===== config.mk =====
export PLATFORM = sky130hd
export DESIGN_NAME = pipe_stage_reg
export DESIGN_NICKNAME = d
export VERILOG_FILES = /design/src/rtl/pipe_stage_reg.sv
export SDC_FILE = /design/constraint.sdc
export NUM_CORES = 1
export LEC_CHECK = 0
export ABC_AREA = 1
export BUFFER_PORTS_ARGS = -buffer_cell sky130_fd_sc_hd__buf_4
export CAP_MARGIN = 20
export CORE_MARGIN = 5
export CORE_UTILIZATION = 30
export DETAILED_ROUTE_END_ITERATION = 12
export SLEW_MARGIN = 20
export SYNTH_ARGS = -nofsm -noshare
export SYNTH_HDL_FRONTEND = slang
export SYNTH_SLANG_ARGS = --single-unit

===== constraint.sdc =====
create_clock -name clk -period 5 [get_ports clk]
set_input_delay 1 -clock clk [delete_from_list [all_inputs] [get_ports clk]]
set_output_delay 1 -clock clk [all_outputs]
set_load 0.01 [all_outputs]

===== src/rtl/pipe_stage_reg.sv =====
// Reusable pipeline stage register: valid/ready handshake, synchronous flush,
// optional 2-entry skid buffer and a saturating count of flush-discarded entries.
module pipe_stage_reg #(
   parameter int DATA_W        = 32,
   parameter int SKID          = 1,
   parameter int ZERO_ON_FLUSH = 1,
   parameter int CNT_W         = 16
) (
   input  logic              clk,
   input  logic              reset,
   input  logic              flush,
   input  logic              in_valid,
   output logic              in_ready,
   input  logic [DATA_W-1:0] in_data,
   output logic              out_valid,
   input  logic              out_ready,
   output logic [DATA_W-1:0] out_data,
   output logic [1:0]        count,
   output logic [CNT_W-1:0]  flush_drops
);

   typedef enum logic [1:0] {
      S_EMPTY = 2'd0,
      S_ONE   = 2'd1,
      S_TWO   = 2'd2
   } state_t;

   state_t              r_state;
   state_t              w_state_nxt;
   logic [DATA_W-1:0]   r_main;
   logic [DATA_W-1:0]   r_skid;
   logic [DATA_W-1:0]   w_main_nxt;
   logic [DATA_W-1:0]   w_skid_nxt;
   logic                r_in_ready;
   logic [CNT_W-1:0]    r_drops;
   logic [CNT_W-1:0]    w_drops_nxt;
   logic                w_in_fire;
   logic                w_out_fire;
   logic [1:0]          w_drop_inc;

   function automatic logic [CNT_W-1:0] sat_add(input logic [CNT_W-1:0] a,
                                                input logic [1:0]       b);
      logic [CNT_W+1:0] s;
      s = {2'b00, a} + {{CNT_W{1'b0}}, b};
      if (s > {2'b00, {CNT_W{1'b1}}})
         return {CNT_W{1'b1}};
      return s[CNT_W-1:0];
   endfunction

   assign out_valid   = (r_state != S_EMPTY);
   assign out_data    = r_main;
   assign flush_drops = r_drops;
   assign count       = (r_state == S_TWO) ? 2'd2 :
                        (r_state == S_ONE) ? 2'd1 : 2'd0;

   // With the skid buffer, upstream ready is a flop and never sees out_ready.
   assign in_ready   = (SKID != 0) ? r_in_ready : (!out_valid | out_ready);
   assign w_in_fire  = in_valid & in_ready;
   assign w_out_fire = out_valid & out_ready;

   // Entries lost to a flush: held ones not delivered this edge, plus any arrival.
   assign w_drop_inc = count - {1'b0, w_out_fire} + {1'b0, w_in_fire};

   always_comb begin
      w_state_nxt = r_state;
      w_main_nxt  = r_main;
      w_skid_nxt  = r_skid;
      w_drops_nxt = r_drops;
      if (flush) begin
         w_state_nxt = S_EMPTY;
         w_drops_nxt = sat_add(r_drops, w_drop_inc);
         if (ZERO_ON_FLUSH != 0) begin
            w_main_nxt = '0;
            w_skid_nxt = '0;
         end
      end else begin
         case (r_state)
            S_EMPTY: begin
               if (w_in_fire) begin
                  w_main_nxt  = in_data;
                  w_state_nxt = S_ONE;
               end
            end
            S_ONE: begin
               if (w_in_fire && w_out_fire) begin
                  w_main_nxt = in_data;
               end else if (w_in_fire && (SKID != 0)) begin
                  w_skid_nxt  = in_data;
                  w_state_nxt = S_TWO;
               end else if (w_out_fire) begin
                  w_state_nxt = S_EMPTY;
               end
            end
            S_TWO: begin
               if (w_out_fire) begin
                  w_main_nxt  = r_skid;
                  w_state_nxt = S_ONE;
               end
            end
            default: w_state_nxt = S_EMPTY;
         endcase
      end
   end

   always_ff @(posedge clk) begin
      if (reset) begin
         r_state    <= S_EMPTY;
         r_main     <= '0;
         r_skid     <= '0;
         r_drops    <= '0;
         r_in_ready <= 1'b1;
      end else begin
         r_state    <= w_state_nxt;
         r_main     <= w_main_nxt;
         r_skid     <= w_skid_nxt;
         r_drops    <= w_drops_nxt;
         r_in_ready <= (w_state_nxt != S_TWO);
      end
   end

endmodule


# After elaboration in Yosys (flattened, before gate mapping)
# Cells that the tools add are included.
# totals
word_cells,42
inputBits,37
out_inout_bits,52
reg_bits,83
# op_classes
muxes,17
bitwise_logic,3
eq_ne,6
n_lt_le_gt_ge,1
addsub,3
n_reduce_logical,7
# op_table
cell,count
32-bit two-way mux,3
32-bit one-hot mux with 3 select lines,1
16-bit two-way mux,2
16-bit by 2-bit adder with 17-bit output,1
17-bit by 16-bit > comparator with 1-bit output (second input constant),1
2-bit two-way mux,7
2-bit inequality test (second input constant),3
2-bit one-hot mux with 3 select lines,1
4-bit AND reduction,1
1-bit two-way mux,3
3-bit AND reduction,1
3-bit nonzero test,1
2-bit by 1-bit adder with 2-bit output,1
1-bit AND,2
2-bit by 1-bit equality test with 1-bit output (second input constant),1
2-bit equality test (second input constant),1
2-bit logical NOT,1
2-bit by 1-bit inequality test with 1-bit output (second input constant),1
2-bit nonzero test,1
2-bit OR reduction,1
2-bit by 1-bit subtractor with 2-bit output,1
1-bit logical AND,1
1-bit inverter,1

# Logic depth before layout (Yosys ltp)
# Gate-level depths: netlist of the first run.
# depth
depth_word,10
ltp_mapped,19
mapped_depth_nobuf,19

# Worst setup path before layout of the first run
# Ideal clock, no wire load.
# synth_timing
kind,input to register
from,in out_ready
to,reg r_drops[10] (netlist: flush_drops[10])
setup_time_ns,0.128
slack_ns,1.721
path_stages,18
n_path_buf,0
arrival_ns,3.152
required_ns,4.872
path_cell_list,inv_1 > nor2_1 > inv_1 > ha_1 > inv_1 > ha_1 > inv_1 > xor2_1 > inv_1 > fa_1 > inv_1 > nand2_1 > nor2_1 > nand2_1 > o21ai_0 > nand2_1 > nor2_1 > nor2_1
# synth_between
elab_chain_cells,8
# synth_lines
element,line,text
start: declaration,16,"input logic out_ready,"
1-bit AND *,59,assign w_out_fire = out_valid & out_ready;
2-bit by 1-bit subtractor with 2-bit output *,62,"assign w_drop_inc = count - {1'b0, w_out_fire} + {1'b0, w_in_fire};"
2-bit by 1-bit adder with 2-bit output *,62,
16-bit by 2-bit adder with 17-bit output *,44,"s = {2'b00, a} + {{CNT_W{1'b0}}, b};"
17-bit by 16-bit > comparator with 1-bit output,45,"if (s > {2'b00, {CNT_W{1'b1}}})"
1-bit two-way mux,45,
1-bit two-way mux,69,if (flush) begin
16-bit two-way mux *,47,return s[CNT_W-1:0];
end signal: assignment,116,r_drops <= w_drops_nxt;
end: declaration,35,logic [CNT_W-1:0] r_drops;
# Every way passes the cells marked *; elsewhere a longest branch is shown, timed or not. The select of a mux whose other input is x is not followed.
# A chain may end at the register's enable or synchronous reset.

# Final worst setup path of the first run
# layout_timing
from,in out_ready
to,reg r_drops[15] (netlist: flush_drops[15])
# Same word-level chain as after synthesis.

==> qor.csv, run 1 <==
metric,value,unit
drcViolationCount,0,
ys_seq_area_share,43.50,%
synth_area,0.003820,mm2
mostFrequentLayoutCells,"buf_4 (90), dfxtp_1 (83), nand2_1 (77)",
grt_max_degree,65,
n_antenna_cell,0,
grt_pass1_vias,3354,
rsz0062_at_grt,no,
dp_slack,1.226,ns
relSlewSlack,34.01,%
grt_pass1_wl,15770,um
vdd_ir_drop_max,0.0001152,V
p_leak,2.106,nW
synth_top_area_share,43.50,%
clk_latency,0.34,ns
yosys-top-cells-area,"dfxtp_1 (43%), o21ai_0 (9.4%), nand2_1 (7.6%)",
initial_utilization,30.39,%
antenna_found_initial,0,
power_density,313.9,mW/mm2
ioPinCount,89,
synth_nets,576,
slew_violations,0,
die_h,122.8,um
clk_pin_slew,0.06,ns
cts-hold-fix-buffers,0,
crit_fanout,12,
gp_congestion,0.8802,
routed_wl,9599,um
setup_tns,0,ns
cap_viol_max_count,0,
fin_crit,3.425,ns
skew,0.006116,ns
max_stage_delay,0.39,ns
clk_path_buf_depth,2,
cp_common_cell,inv_1,
fp-row-count,41,
cts.sinks,83,
h-tree-depth,3,
worst_slew_pin_slew,0.9861,ns
post_cts_buffers,0,
ys_seq_elements,83,
drive_above_1_share,19.31,%
ctsResizeCount,0,
die_x,122.8,um
fmax,292.0,MHz
dieArea,0.01509,mm2
drt_pass1_iterations,4,
root_buffer,clkbuf_16,
syn_to_final_growth,26.83,%
startpoint_type,primary input,
portBuffers,88,
crit_type,in -> reg,
ys.warnings.count,0,
arrival,3.71,ns
cp_top_family,simple AND/OR/NAND/NOR gates,
crit_required,5.28,ns
dp_hpwl,6583,um
cts_tree,done,
dp.cells,763,
fin_cells,778,
coreArea,0.01257,mm2
post_drt_wl_per_cell,12.34,um
min_period_over_period,68.49,%
crit_path_cell_trace,"buf_4, inv_1, nor2_1, inv_1, ha_1, inv_1, ha_1, inv_1, xor2_1, inv_1, fa_1, inv_1, nand2_1, nor2_1, nand3_1, nand3_1, nand2_1, inv_1",
status,finished clean,
fin_nets,646,
final_core_utilization,38.55,%
whs,0.4429,ns
yosysTopAreaCell,dfxtp_1,
n_fill_cell,1338,
grt-ovfl-total,0,
num_vias,3577,
cts_made_buffers,9,
hold_class,reg -> reg,
synth_cell_type_count,29,
syn_inst,532,
critPathBufInv,8,
fin_ws,1.575,ns
antenna_left,0,
final_common_cell,buf_4,
setup_viol,0,
track_usage,13.13,%
synth_area_per_cell,7.180,um2
cpMaxStageDelayCell,nand3_1,
vias_per_cell,4.598,
drt_iter0_markers,178,
end_kind,flop,
finalHoldViolations,0,
per-layer routing:
metal	wire length, um	GRT usage [%]	vias up
li1	-	-	1865
met1	4540	16.76	1623
met2	4329	20.74	77
met3	568	3.641	12
met4	161	5.668	0
met5	0	0	-
layout make-up:
cell class | count | area, um2 | area share [%]
Multi-Input combinational cell | 350 | 1742 | 35.95
Sequential cell | 83 | 1662 | 34.30
Inverter | 68 | 255.2 | 5.269
Tap cell | 172 | 215.2 | 4.442
Clock inverter | 2 | 35.03 | 0.7231
Timing Repair Buffer | 90 | 675.6 | 13.95
Clock buffer | 13 | 260.3 | 5.372
worst paths after layout:
check	start	endpoint	slack, ns	cells after the start
max	out_ready	flush_drops[15]	1.58	18
min	r_skid[7]	r_skid[7]	0.44	2
max reg2reg	r_state[0]	flush_drops[15]	1.88	17
min reg2reg	r_skid[7]	r_skid[7]	0.44	2
worst min-delay path, delay by kind of cell (launching register included):
kind / cells / cell delay (ns)
flip-flops: 1 / 0.29
buffers and inverters: 1 / 0.05
AO/OA/AOI/OAI: 1 / 0.05
per-stage QoR:
| stage | power [W] | area (um2) |
|---|---|---|
| floorplan | 0.0008047 | 3820 |
| detailed placement | 0.0008734 | 4544 |
| global placement | 0.0008712 | 4544 |
| CTS | 0.001544 | 4840 |
| global route | 0.001588 | 4845 |
| finish | 0.001521 | 4845 |
power by group:
group	switching (W)	internal, W	leakage [nW]
sequential	0.0000117	0.000682	0.674
clock	0.000254	0.000411	0.146
combinational	0.0000933	0.0000696	1.29
total	0.000359	0.00116	2.11
synth_stat cells:
cell type   n
clkbuf_1    7
nand2_2     2
dfxtp_1    83
xnor2_1     3
clkbuf_2    1
buf_6       3
fa_1        1
nor2_2      2
nand3_1    11
buf_1       3
o21ai_0    72
nand2_1    77
a31oi_1     4
nor2_4      3
o21ai_4     2
or2_2       1
nand3b_1    1
o21ai_1    30
ha_1        6
nor3_1     36
inv_2       4
a21oi_1    37
nand4_1     4
buf_4       4
xor2_1      3
inv_1      64
nor2_1     54
nor4_1      1
buf_2      13
cell families after synthesis:
logic type	synth area share, %
simple gates	21.75
compound gates	19.72
buf+inv	11.17
flops	43.50
fa+ha+maj	2.489
xor+xnor	1.376
state kept, by name, indices dropped and copies added, names as in the netlist:
name	cells
flush_drops	16
in_ready	1
out_data	32
r_skid	32
r_state	2
(Power assumes the default switching activity.)
==> run 2: changes to the inputs <==
==> constraint.sdc (replaced) <==
create_clock -name clk -period 3.3 [get_ports clk]
set_input_delay 0.66 -clock clk [delete_from_list [all_inputs] [get_ports clk]]
set_output_delay 0.66 -clock clk [all_outputs]
set_load 0.01 [all_outputs]
==> qor.csv, run 2 (synthesized netlist as in run 1, its figures left out) <==
metric,value,unit,change
h-tree-depth,3,,unchanged
r2r-end,flush_drops[8],,
portBuffers,88,,unchanged
syn_to_final_growth,28.95,%,
skew,0.006606,ns,+0.0004902 ns
rsz0062_at_grt,no,,
initial_utilization,30.39,%,unchanged
crit_fanout,6,,-6
post_drt_wl_per_cell,12.36,um,+0.14%
root_buffer,clkbuf_16,,
grt-ovfl-total,0,,unchanged
finalHoldViolations,0,,unchanged
clk_latency,0.33,ns,about the same
crit_type,in -> reg,,
drt_pass1_iterations,4,,unchanged
grt_max_degree,65,,unchanged
cpMaxStageDelayCell,fa_1,,
reg2regPathDepth,18,,+1
startpoint_type,primary input,,
min_period_over_period,90.20,%,
slew_violations,0,,unchanged
ctsResizeCount,0,,unchanged
critPathBufInv,7,,-1
cts_tree,done,,
track_usage,13.35,%,+0.22 points
grt_pass1_vias,3446,,+2.7%
fin_crit,2.977,ns,
r2r-start,r_state[1],,
cap_viol_max_count,0,,unchanged
cts.sinks,83,,unchanged
grt_pass1_wl,16230,um,+2.9%
cp.depth,19,,+1
whs,0.4437,ns,+0.0008110 ns
drive_above_1_share,20.49,%,+1.2 points
die_x,122.8,um,unchanged
p_leak,2.146,nW,+1.9%
n_antenna_cell,0,,unchanged
cts_made_buffers,9,,unchanged
seqCellArea,0.001663,mm2,about the same
multi_input_area,0.001737,mm2,-0.29%
num_vias,3604,,+0.75%
vdd_ir_drop_max,0.0001667,V,+45%
die_h,122.8,um,unchanged
routed_wl,9724,um,+1.3%
cp-endpoint,flush_drops[8],,
antenna_found_initial,0,,unchanged
max_stage_delay,0.39,ns,about the same
arrival,3.20,ns,-0.51 ns
post_cts_buffers,0,,unchanged
cp_common_cell,inv_1,,
relSlewSlack,40.73,%,+6.7 points
vias_per_cell,4.579,,-0.40%
fin_nets,654,,+1.2%
dieArea,0.01509,mm2,unchanged
mostFrequentLayoutCells,"buf_4 (97), dfxtp_1 (82), nand2_1 (77)",,
end_kind,flop,,
setup_tns,0,ns,unchanged
drt_iter0_markers,203,,+14%
crit_required,3.52,ns,-1.76 ns
cp_top_family,simple AND/OR/NAND/NOR gates,,
antenna_left,0,,unchanged
power_density,474.7,mW/mm2,+51%
crit_path_cell_trace,"buf_4, inv_1, nor2_1, inv_1, ha_1, inv_1, ha_1, inv_1, xor2_1, inv_1, fa_1, inv_1, nand2_1, nor2_1, nand2_1, o21ai_0, nand2_1, nor2_1, nor2_1",,
setup_viol,0,,unchanged
dp_hpwl,6710,um,+1.9%
cts-hold-fix-buffers,0,,unchanged
status,finished clean,,
crit_start,out_ready,,
fp-row-count,41,,unchanged
fmax,335.9,MHz,
r2r_setup_slack,0.33,ns,-1.55 ns
worst_slew_pin_slew,0.8878,ns,-0.09832 ns
clk_path_buf_depth,2,,unchanged
gp_congestion,0.8751,,-0.58%
ioPinCount,89,,unchanged
coreArea,0.01257,mm2,unchanged
n_fill_cell,1303,,-2.6%
clk_pin_slew,0.06,ns,about the same
final_common_cell,buf_4,,
drcViolationCount,0,,unchanged
hold_class,reg -> reg,,
run 2: cell count changes in the layout (fill, tap and decap cells not counted), sizes merged:
cell and delta:
buf +8, clkbuf +2, clkinv -1
run 2: power breakdown:
part / internal, W / switching (W) / leakage [nW] / total (W)
logic: 0.000112 / 0.000142 / 1.32 / 0.000254
clock network: 0.000650 / 0.000384 / 0.150 / 0.00103
registers: 0.00103 / 0.0000179 / 0.674 / 0.00105
total: 0.00179 / 0.000544 / 2.15 / 0.00234
run 2: worst min-delay path, cell delays in order, from the launching register on:
cell and delay, ns:
dfxtp_1 0.29, inv_1 0.05, a21oi_1 0.05
run 2: final cells by class:
| class | count | area share (%) |
|---|---|---|
| Multi-Input combinational cell | 350 | 35.26 |
| Sequential cell | 83 | 33.76 |
| Tap cell | 172 | 4.369 |
| Inverter | 68 | 5.182 |
| Clock buffer | 15 | 5.639 |
| Timing Repair Buffer | 98 | 15.19 |
| Clock inverter | 1 | 0.6096 |
run 2: per-stage QoR:
| stage | instance area [um2] | instances | worst slack (ns) | power (W) | utilization, % |
|---|---|---|---|---|---|
| after floorplan | 3820 | 532 | 0.3606 | 0.001219 | - |
| after global placement | 4617 | 771 | 0.1361 | 0.001327 | 36.73 |
| after detailed placement | 4617 | 771 | -0.01583 | 0.001331 | 36.73 |
| after CTS | 4925 | 787 | 0.2666 | 0.002372 | 39.18 |
| after global routing | 4926 | 787 | 0.04322 | 0.002444 | 39.19 |
| final | 4926 | 787 | 0.3233 | 0.002339 | 39.19 |
run 2: metal layers:
| layer | share of wire, % | wire (um) | global-route usage (%) |
|---|---|---|---|
| met1 | 46 | 4464 | 16.49 |
| met3 | 5.4 | 528 | 3.041 |
| met2 | 47 | 4582 | 22.41 |
| met4 | 1.5 | 149 | 5.388 |
| met5 | 0 | 0 | 0 |
run 2: how the worst min path moves through the flow:
stage | startpoint | endpoint | depth (start not counted)
floorplan | r_skid[16] | r_skid[16] | 2
global placement | r_skid[10] | r_skid[10] | 2
detailed placement | r_skid[23] | r_skid[23] | 2
CTS | r_skid[23] | r_skid[23] | 2
global route | r_skid[20] | r_skid[20] | 2
finish | r_skid[21] | r_skid[21] | 2
